**src/rtl/register_bank.sv**
```systemverilog
// Register bank: NUM_REGS x WIDTH registers with a shared FunSel op, per-register enable
// mask, two combinational read ports and sticky wrap flags. Optional shadow copy: REGBANK_SHADOW_EN.
module register_bank #(
  parameter int  WIDTH    = 16,
  parameter int  NUM_REGS = 4,
  localparam int SEL_W    = $clog2(NUM_REGS)
) (
  input  logic                Clock,
  input  logic                Reset,
  input  logic [WIDTH-1:0]    I,
  input  logic [NUM_REGS-1:0] RegSel,
  input  logic [2:0]          FunSel,
  input  logic [SEL_W-1:0]    OutASel,
  input  logic [SEL_W-1:0]    OutBSel,
`ifdef REGBANK_SHADOW_EN
  input  logic                Save,
  input  logic                Restore,
`endif
  output logic [WIDTH-1:0]    OutA,
  output logic [WIDTH-1:0]    OutB,
  output logic [NUM_REGS-1:0] Wrap
);

  localparam int HALF = WIDTH / 2;
  localparam logic [SEL_W:0] NUM_REGS_IDX = (SEL_W + 1)'(NUM_REGS);

  typedef enum logic [2:0] {
    FS_DEC     = 3'b000,
    FS_INC     = 3'b001,
    FS_LOAD    = 3'b010,
    FS_CLR     = 3'b011,
    FS_LOW_ZX  = 3'b100,
    FS_LOW     = 3'b101,
    FS_HIGH    = 3'b110,
    FS_LOW_SX  = 3'b111
  } fun_sel_e;

  logic [WIDTH-1:0]    regs_q [NUM_REGS];
  logic [WIDTH-1:0]    regs_d [NUM_REGS];
  logic [NUM_REGS-1:0] wrap_q;
  logic [NUM_REGS-1:0] wrap_d;
  logic [HALF-1:0]     low_i;

  assign low_i = I[HALF-1:0];

`ifdef REGBANK_SHADOW_EN
  logic [WIDTH-1:0]    shadow_q [NUM_REGS];
  logic [WIDTH-1:0]    shadow_d [NUM_REGS];
  logic [NUM_REGS-1:0] shadow_wrap_q;
  logic [NUM_REGS-1:0] shadow_wrap_d;

  // Save captures the pre-edge live bank, so a simultaneous Restore swaps the two copies.
  always_comb begin
    shadow_d      = shadow_q;
    shadow_wrap_d = shadow_wrap_q;
    if (Save) begin
      shadow_d      = regs_q;
      shadow_wrap_d = wrap_q;
    end
  end
`endif

  always_comb begin
    for (int k = 0; k < NUM_REGS; k++) begin
      // NOTE: every combinational output gets a default first, otherwise a latch is inferred.
      regs_d[k] = regs_q[k];
      wrap_d[k] = wrap_q[k];
      if (RegSel[k]) begin
        case (FunSel)
          FS_DEC: begin
            regs_d[k] = regs_q[k] - WIDTH'(1);
            if (regs_q[k] == '0) wrap_d[k] = 1'b1;
          end
          FS_INC: begin
            regs_d[k] = regs_q[k] + WIDTH'(1);
            if (regs_q[k] == '1) wrap_d[k] = 1'b1;
          end
          FS_LOAD:   regs_d[k] = I;
          FS_CLR: begin
            regs_d[k] = '0;
            wrap_d[k] = 1'b0;
          end
          FS_LOW_ZX: regs_d[k] = {{HALF{1'b0}}, low_i};
          FS_LOW:    regs_d[k][HALF-1:0] = low_i;
          FS_HIGH:   regs_d[k][WIDTH-1:HALF] = low_i;
          FS_LOW_SX: regs_d[k] = {{HALF{low_i[HALF-1]}}, low_i};
          default: ;
        endcase
      end
    end
`ifdef REGBANK_SHADOW_EN
    if (Restore) begin
      regs_d = shadow_q;
      wrap_d = shadow_wrap_q;
    end
`endif
  end

  always_ff @(posedge Clock) begin
    // NOTE: the whole array is reset because reads must return 0 straight out of reset.
    if (Reset) begin
      for (int k = 0; k < NUM_REGS; k++) regs_q[k] <= '0;
      wrap_q <= '0;
    end else begin
      // NOTE: non-blocking so every flop samples pre-edge values regardless of ordering.
      regs_q <= regs_d;
      wrap_q <= wrap_d;
    end
  end

`ifdef REGBANK_SHADOW_EN
  always_ff @(posedge Clock) begin
    if (Reset) begin
      for (int k = 0; k < NUM_REGS; k++) shadow_q[k] <= '0;
      shadow_wrap_q <= '0;
    end else begin
      shadow_q      <= shadow_d;
      shadow_wrap_q <= shadow_wrap_d;
    end
  end
`endif

  // Indices past the last register (non-power-of-2 banks) read as zero.
  always_comb begin
    OutA = '0;
    OutB = '0;
    if ({1'b0, OutASel} < NUM_REGS_IDX) OutA = regs_q[OutASel];
    if ({1'b0, OutBSel} < NUM_REGS_IDX) OutB = regs_q[OutBSel];
  end

  assign Wrap = wrap_q;

endmodule

```
**config.mk**
```make
export PLATFORM = sky130hd
export DESIGN_NAME = register_bank
export DESIGN_NICKNAME = d
export VERILOG_FILES = /design/src/rtl/register_bank.sv
export SDC_FILE = /design/constraint.sdc
export NUM_CORES = 1
export LEC_CHECK = 0
export BUFFER_PORTS_ARGS = -buffer_cell sky130_fd_sc_hd__buf_2
export CORE_MARGIN = 2
export CORE_UTILIZATION = 33
export CTS_CLUSTER_DIAMETER = 100
export DETAILED_ROUTE_END_ITERATION = 8
export PLACE_DENSITY = 0.56
export SLEW_MARGIN = 20
export SYNTH_ARGS = -nofsm -noshare
export SYNTH_HDL_FRONTEND = slang
export SYNTH_SLANG_ARGS = --single-unit
```
**constraint.sdc**
```tcl
create_clock -name Clock -period 2.1 [get_ports Clock]
set_input_delay 0.42 -clock Clock [delete_from_list [all_inputs] [get_ports Clock]]
set_output_delay 0.42 -clock Clock [all_outputs]
set_load 0.05 [all_outputs]
```
==> impl_metrics.toml, run 1 <==
[drt]
count_of_vias_placed_by_the_detailed_router = 8336
routed_wirelength_um = 29400
dr_wl_met3_um = 2010
post-route-drc-count = 0
vias_per_cell = 6.07
detail_route.wirelength.met1_um = 12600
drt.antenna.violating_nets = 0
highest-signal-layer = "met4"
first_iter_violations = 740
drt_pass1_iterations = 5
routed-wl-met2_um = 13800
wire_per_inst_um = 21.4

[worst_setup_path]
cp.arrival_ns = 2.44
ff2ff_path_depth = 6
kind_of_end_point_of_the_critical_path = "flip-flop"
worst_setup_path_startpoint = "regs_q[53]"
cp.required_ns = 2.38
critPathMaxFanout = 4
reg2reg_slack_ns = -0.06
start_kind = "flip-flop"
crit-reg2reg-capture = "Wrap[0]"
timing_worst_setup_path_type = "reg -> reg"
timing.rr.start = "regs_q[53]"

[min_path]
timing.hold.worst_path_depth = 2
hold-path-endpoint = "Wrap[0]"
worstHoldStart = "Wrap[0]"
holdCritPathClass = "reg -> reg"

[placement]
place.gp.congestion = 0.973
hpwl_um = 22700
numPortBuffers = 64

[logic_synthesis]
synthDistinctLibCells = 84
synth_area_in_adders_pct = 1.53
synth-compound-area-share_pct = 26.4
synth_top_family_by_area = "simple AND/OR/NAND/NOR gates"
count_of_flip_flops_with_a_built_in_enable_after_synthesis = 0
simple_gate_share_of_the_synthesized_area_pct = 26.5
ys_seq_elements = 68
post_synth_net_total = 969
syn_area_per_cell_um2 = 7.73
postSynth.asyncResetShare_pct = 0
synthMuxAreaShare_pct = 11.4
synth_top_flop_cell = "dfxtp_1"
ys_warnings = 0
synth_xor_xnor_area_share_pct = 5.23
netlist_area_um2 = 7200
synth.yosys.seq_area_share_pct = 18.9
postSynthCellCount = 932

[grt]
grt_max_degree = 53
globalRouteTotalUtil_pct = 25.7
overflow = 0
vias_in_the_first_global_route = 8057
grt_antenna_before_repair = 0
grt_pass1_wl_um = 44900

[clocking]
cts_tree = "done"
numClockSinks = 68
clock-root-buffer = "clkbuf_16"
cts_hold_buffers = 0
clk-insertion-delay-late_ns = 0.35
clk_pin_slew_ns = 0.07
htree_levels = 3
cts_buffers = 9
ctsLongestPathBuffers = 2

[power_and_ir_drop]
power_density_nw_per_um2 = 619
fin_total_pwr_mw = 5.83
irDropWorstVdd_v = 0.000401
power.static_leakage_nw = 3.70

[outcome]
violations = "setup timing"
run_status = "finished, violations left"

[timing]
max-slew-margin-rel_pct = 42.3
finClkSkew_ns = 0.00792
tightest_slew_ns = 0.856
timing.final.ws_setup_ns = -0.0606
fin_setup_tns_ns = -0.0967
setup_viol = 2
maxClockFrequency_mhz = 463
endpoints_failing_hold = 0
unrepaired_setup_endpoints_after_global_routing = "true"
finalCriticalPeriod_ns = 2.16
final_worst_path_cycle_share_pct = 103
maxSlewViolCount = 0

[die]
floorplan.initialDensity_pct = 33.3
die_h_um = 152
io_pins = 65
core-area_um2 = 21600
std_cell_rows = 54
floorplan.die_area_um2 = 23000
floorplan.die.width_um = 152

[cells_and_area]
final_nets = 1126
antenna-diode-count = 0
commonest_cells_after_routing_fill_and_taps_aside = "buf_4 (180), nand2_1 (72), buf_2 (63), nor2_1 (60), dfxtp_1 (58)"
layout-drive-gt1-share_pct = 34.6
layout_commonest_cell = "buf_4"
syn_to_final_growth_pct = 30.8

[run]
max-cap-violations = 0
==> sequential cells by signal (all words and copies together) (netlist names) <==
register,count
Wrap,4
regs_q,64
==> through the flow <==
step | instance area (um^2) | utilization (%) | setup WS (ns) | hold WS (ns) | instances
floorplan | 7260 | - | -0.172 | 0.499 | 932
global placement | 8850 | 40.9 | -0.145 | 0.447 | 1355
detailed placement | 8850 | 40.9 | -0.189 | 0.448 | 1355
CTS | 9280 | 42.9 | -0.114 | 0.459 | 1374
global route | 9420 | 43.6 | -0.146 | 0.476 | 1374
finish | 9420 | 43.6 | -0.0606 | 0.455 | 1374
==> critical path, stage by stage (launching register included) <==
cell and delay [ns]:
dfxtp_2 0.32, or4_4 0.58, nor4_4 0.37, a31oi_1 0.15
nor4b_2 0.34, buf_4 0.17, mux2i_1 0.15
==> cells in the mapped netlist, types with 6 or more instances <==
master	instances	area, um^2
mux2i_1	6	60.1
a2111oi_0	10	87.6
o21ai_0	54	270
inv_1	33	124
nand2b_1	10	62.6
nor4_1	34	213
clkbuf_8	8	110
clkbuf_1	66	248
or3_1	11	68.8
xor2_1	21	184
a21oi_1	58	290
nand3_1	37	185
nand4_1	21	131
a311oi_1	8	70.1
nor3_1	41	205
and2_1	8	50.1
o31ai_1	13	97.6
o21a_1	7	52.6
buf_2	15	75.1
nor2_1	61	229
and3_1	9	56.3
xnor2_1	22	193
ha_1	8	100
a31oi_1	16	100
dfxtp_1	68	1360
buf_1	9	33.8
or4_1	12	90.1
a41oi_1	6	52.6
a211oi_1	36	270
o211ai_1	8	60.1
nand2_1	72	270
mux4_2	30	676
o211a_1	8	80.1
==> area by class of cell <==
cell class,count,area (um^2)
fill,2250,12200
clock inverter,5,83.8
clock buffer,11,253
tap,280,350
sequential,68,1380
multi-input combinational,723,5370
timing repair buffer,254,1870
inverter,33,124
==> per-layer routing <==
metal  track usage, %  vias up
met5                0        -
met2             42.3      389
met1             34.4     4000
li1                 -     3875
met3             2.99       72
met4             10.1        0
==> worst max-delay path by stage <==
stage	to	depth (start not counted)	slack [ns]
floorplan	regs_q[41]	6	-0.17
global placement	regs_q[41]	5	-0.15
detailed placement	regs_q[41]	5	-0.19
CTS	Wrap[0]	7	-0.11
global route	Wrap[0]	6	-0.15
finish	Wrap[0]	6	-0.06
==> power by group <==
| part | switching, mW | total, mW | internal (mW) |
|---|---|---|---|
| combinational | 1.47 | 2.50 | 1.03 |
| sequential | 0.140 | 1.55 | 1.40 |
| clock | 0.679 | 1.79 | 1.11 |
| total | 2.29 | 5.83 | 3.55 |
==> kinds of logic after synthesis <==
family                     after synthesis
AOI/OAI and AO/OA                      275
and+or+nand+nor                        355
muxes                                   41
adders and majority gates                9
DFF                                     68
buffers and inverters                  141
xor gates and xnor gates                43
==> what timing repair did <==
action | CTS | global route
endpoints found under the hold margin | 0 | 0
gates resized for setup | 14 | 36
setup buffers | 3 | 1
endpoints found under the setup margin | 8 | 23
pin swaps | 10 | 10
Power figures use the tool's default switching activity.
==> inputs of run 2 (changes only) <==
CELL_PAD_IN_SITES_DETAIL_PLACEMENT = 1   (was not set)
CELL_PAD_IN_SITES_GLOBAL_PLACEMENT = 2   (was not set)
PLACE_DENSITY = 0.84   (was 0.56)
==> impl_metrics.toml, run 2 (synthesis results as in run 1) <==
[worst_setup_path]
ff2ff_path_depth = 5
reg2reg_slack_ns = -0.02
crit_family = "simple AND/OR/NAND/NOR gates"
critical_path.slowest_cell = "or4_4"
critPathMaxStageDelay_ns = 0.54
kind_of_end_point_of_the_critical_path = "flip-flop"
timing.critical_path.buf_inv = 0
cp.arrival_ns = 2.36
critPathMaxFanout = 2
cp.required_ns = 2.35
timing_worst_setup_path_type = "reg -> reg"
critical_path_depth = 5
timing.rr.start = "regs_q[35]"
worst_setup_path_startpoint = "regs_q[35]"
start_kind = "flip-flop"
crit_chain = "or4_4, or3_4, nor4_4, mux2_4, a2111oi_4"

[placement]
numPortBuffers = 64
dp_worst_setup_slack_ns = -0.247
place.gp.congestion = 0.949
hpwl_um = 24700

[clocking]
cts_hold_buffers = 0
clk_pin_slew_ns = 0.06
ctsLongestPathBuffers = 2
htree_levels = 3
clock-root-buffer = "clkbuf_16"
numClockSinks = 68
cts_buffers = 9
clk-insertion-delay-late_ns = 0.35
cts_tree = "done"

[cells_and_area]
commonest_cells_after_routing_fill_and_taps_aside = "buf_4 (180), nand2_1 (71), nor2_1 (61), dfxtp_1 (59), buf_2 (58)"
final_nets = 1120
flip_flop_count_of_the_largest_register_after_layout = 64
layout_commonest_cell = "buf_4"
syn_to_final_growth_pct = 29.7
max_flop_register = "regs_q"
layout-drive-gt1-share_pct = 34.3

[drt]
count_of_vias_placed_by_the_detailed_router = 8536
wire_per_inst_um = 23.7
post-route-drc-count = 0
vias_per_cell = 6.24
drt_pass1_iterations = 5
first_iter_violations = 625
drt.antenna.violating_nets = 0
routed_wirelength_um = 32400

[timing]
max-slew-margin-rel_pct = 44.2
final_worst_path_cycle_share_pct = 101
timing.final.ws_setup_ns = -0.0150
tightest_slew_ns = 0.828
finClkSkew_ns = 0.00732
maxSlewViolCount = 0
setup_viol = 2
hold-worst-slack_ns = 0.456
endpoints_failing_hold = 0
finalCriticalPeriod_ns = 2.12
maxClockFrequency_mhz = 473
unrepaired_setup_endpoints_after_global_routing = "true"

[min_path]
timing.hold.worst_path_depth = 2
worstHoldStart = "Wrap[3]"
holdCritPathClass = "reg -> reg"

[die]
floorplan.die.width_um = 152
io_pins = 65
die_h_um = 152
floorplan.die_area_um2 = 23000
core-area_um2 = 21600
std_cell_rows = 54
floorplan.initialDensity_pct = 33.3

[power_and_ir_drop]
power.static_leakage_nw = 3.64
power.share.clock_pct = 27.4
p_seq_share_pct = 27.4
netSwitchingPower_mw = 2.33
power.share.combinational_pct = 45.2
fin_total_pwr_mw = 5.66
internal_power_summed_over_all_cells_mw = 3.33
irDropWorstVdd_v = 0.000371
p_sw_share_pct = 41.2
power_density_nw_per_um2 = 606

[grt]
overflow = 0
globalRouteTotalUtil_pct = 28.3
grt_antenna_before_repair = 0
grt_pass1_wl_um = 49600
vias_in_the_first_global_route = 8711
grt_max_degree = 53

[run]
max-cap-violations = 0

[outcome]
run_status = "finished, violations left"
violations = "setup timing"
## run 2: cell count changes in the layout (fill, tap and decap cells not counted), sizes merged
cell and change:
buf -6, clkbuf +4, bufinv -2, clkinvlp -2
diode +1
## run 2: what timing repair did
action                     in CTS  in global routing
pin swaps                       5                 13
cloned                          0                  0
gates resized for setup        15                 53
setup endpoints to repair      11                 33
setup buffers                   0                  1
## run 2: path summary, 6_finish.rpt
path | to
max reg2reg | regs_q[41]
min | Wrap[3]
min reg2reg | Wrap[3]
max | regs_q[41]
## run 2: worst register-to-register path, delay by kind of cell (launching register included)
family	cells	cell delay, ns
AND/OR/NAND/NOR	3	1.08
AO/OA/AOI/OAI	1	0.28
flip-flops	1	0.31
multiplexers	1	0.34
## run 2: final cells by class
| cell class | count | area (um^2) |
|---|---|---|
| clock buffer | 15 | 278 |
| sequential | 68 | 1380 |
| antenna | 1 | 2.50 |
| clock inverter | 1 | 5.00 |
| multi-input combinational | 723 | 5380 |
| tap | 280 | 350 |
| timing repair buffer | 248 | 1830 |
| fill | 2680 | 12300 |
| inverter | 33 | 126 |
## run 2: power groups by stage
stage	Clock, mW	Combinational [mW]	Sequential [mW]
floorplan	0	1.55	1.51
CTS	1.54	2.45	1.54
global route	1.61	2.72	1.56
finish	1.55	2.56	1.55
detailed placement	0	2.40	1.56
global placement	0	2.34	1.55
## run 2: through the flow
stage / utilization, % / TNS [ns] / instances / cell area, um^2
finish: 43.2 / -0.0210 / 1369 / 9340
global placement: 40.7 / -0.517 / 1351 / 8800
floorplan: - / -0.215 / 932 / 7260
global route: 43.2 / -0.407 / 1368 / 9340
CTS: 42.4 / -0.00741 / 1367 / 9170
detailed placement: 40.7 / -1.91 / 1351 / 8800
## run 2: per-layer routing
metal,vias up,global-route usage (%),part of all wire (%)
met4,0,10.3,3.1
met2,297,49.7,49
met1,4305,36.2,41
li1,3863,-,-
met3,71,2.57,6.1
met5,-,0,0
==> inputs of run 3 (changes only) <==
CORE_MARGIN = not set   (was 2)
==> impl_metrics.toml, run 3 (synthesis results as in run 1) <==
[grt]
globalRouteTotalUtil_pct = 29.7
overflow = 0
grt_antenna_before_repair = 0
grt_pass1_wl_um = 50400
vias_in_the_first_global_route = 8896
grt_max_degree = 38

[cells_and_area]
flip_flop_count_of_the_largest_register_after_layout = 64
commonest_cells_after_routing_fill_and_taps_aside = "buf_4 (181), nand2_1 (72), buf_2 (62), nor2_1 (59), dfxtp_1 (58)"
fillCellCount = 2603
syn_to_final_growth_pct = 30.8
final_nets = 1127
max_flop_register = "regs_q"
layout_commonest_cell = "buf_4"
post-route-cell-area_um2 = 9430
postLayoutCoreUtil_pct = 44.4
post_layout_nonfiller_instances = 1371
layout-drive-gt1-share_pct = 35.3

[timing]
maxSlewViolCount = 0
unrepaired_setup_endpoints_after_global_routing = "true"
max-slew-margin-rel_pct = 34.6
setup_viol = 3
hold-worst-slack_ns = 0.460
final_worst_path_cycle_share_pct = 101
tightest_slew_ns = 0.971
maxClockFrequency_mhz = 470
fin_setup_tns_ns = -0.0609
timing.final.ws_setup_ns = -0.0293
finClkSkew_ns = 0.00890
endpoints_failing_hold = 0
finalCriticalPeriod_ns = 2.13

[die]
floorplan.die.width_um = 150
floorplan.initialDensity_pct = 33.9
core-area_um2 = 21200
die_h_um = 150
std_cell_rows = 53
io_pins = 65
floorplan.die_area_um2 = 22400

[power_and_ir_drop]
irDropWorstVdd_v = 0.000372
power.static_leakage_nw = 3.70
power_density_nw_per_um2 = 602
fin_total_pwr_mw = 5.68

[drt]
wire_per_inst_um = 24.0
vias_per_cell = 6.37
count_of_vias_placed_by_the_detailed_router = 8738
post-route-drc-count = 0
first_iter_violations = 700
routed_wirelength_um = 32900
drt_pass1_iterations = 5
drt.antenna.violating_nets = 0

[worst_setup_path]
critPathMaxStageDelay_ns = 0.62
worst_path_most_repeated_cell = "or4_4"
timing_worst_setup_path_type = "reg -> reg"
timing.critical_path.buf_inv = 1
start_kind = "flip-flop"
cp.arrival_ns = 2.39
critical_path.slowest_cell = "or4_4"
cp.required_ns = 2.36
kind_of_end_point_of_the_critical_path = "flip-flop"
critPathMaxFanout = 6
crit_chain = "or4_4, buf_6, or4_4, a21oi_2, o21ai_1, a211oi_2"
crit_family = "simple AND/OR/NAND/NOR gates"

[clocking]
ctsLongestPathBuffers = 2
clock-root-buffer = "clkbuf_16"
cts_buffers = 9
htree_levels = 3
cts_hold_buffers = 0
cts_tree = "done"
clk-insertion-delay-late_ns = 0.35
numClockSinks = 68
clk_pin_slew_ns = 0.06

[placement]
dpl.cell_count = 1352
placedInstanceArea_um2 = 8850
numPortBuffers = 64
place.gp.congestion = 0.938
dp_worst_setup_slack_ns = -0.177
hpwl_um = 25100

[outcome]
run_status = "finished, violations left"
violations = "setup timing"

[min_path]
holdCritPathClass = "reg -> reg"

[run]
max-cap-violations = 0
==> run 3: cell type report <==
| class | instances | area, um^2 | area share, % |
|---|---|---|---|
| Antenna cell | 1 | 2.50 | 0.0265 |
| Clock buffer | 15 | 288 | 3.05 |
| Clock inverter | 1 | 5.00 | 0.0531 |
| Inverter | 33 | 124 | 1.31 |
| Multi-Input combinational cell | 723 | 5400 | 57.3 |
| Sequential cell | 68 | 1380 | 14.6 |
| Tap cell | 275 | 344 | 3.65 |
| Timing Repair Buffer | 255 | 1880 | 20.0 |
==> run 3: layer usage <==
layer | vias to the layer above | global-route usage (%) | wire (um)
met5 | - | 0 | 0
met4 | 0 | 12.8 | 1140
met3 | 76 | 3.81 | 2160
met2 | 352 | 49.7 | 15900
met1 | 4443 | 38.3 | 13700
li1 | 3867 | - | -
==> run 3: timing repair <==
action,CTS,global route
resized for setup,19,45
buffers inserted,1,3
endpoints found under the setup margin,12,31
pin swaps,7,9
==> run 3: final timing paths <==
path	slack, ns	startpoint	end	cells past startpoint
max	-0.03	regs_q[54]	regs_q[57]	6
min	0.46	Wrap[0]	Wrap[0]	2
max reg2reg	-0.03	regs_q[54]	regs_q[57]	6
min reg2reg	0.46	Wrap[0]	Wrap[0]	2
==> run 3: worst register-to-register path, stage by stage, from the launching register on <==
cell and delay [ns]:
dfxtp_2 0.32, or4_4 0.62, buf_6 0.17, or4_4 0.43
a21oi_2 0.18, o21ai_1 0.11, a211oi_2 0.22
==> run 3: where the power goes <==
part | switching [mW] | internal (mW)
Combinational | 1.52 | 1.02
Sequential | 0.153 | 1.41
Clock | 0.640 | 0.930
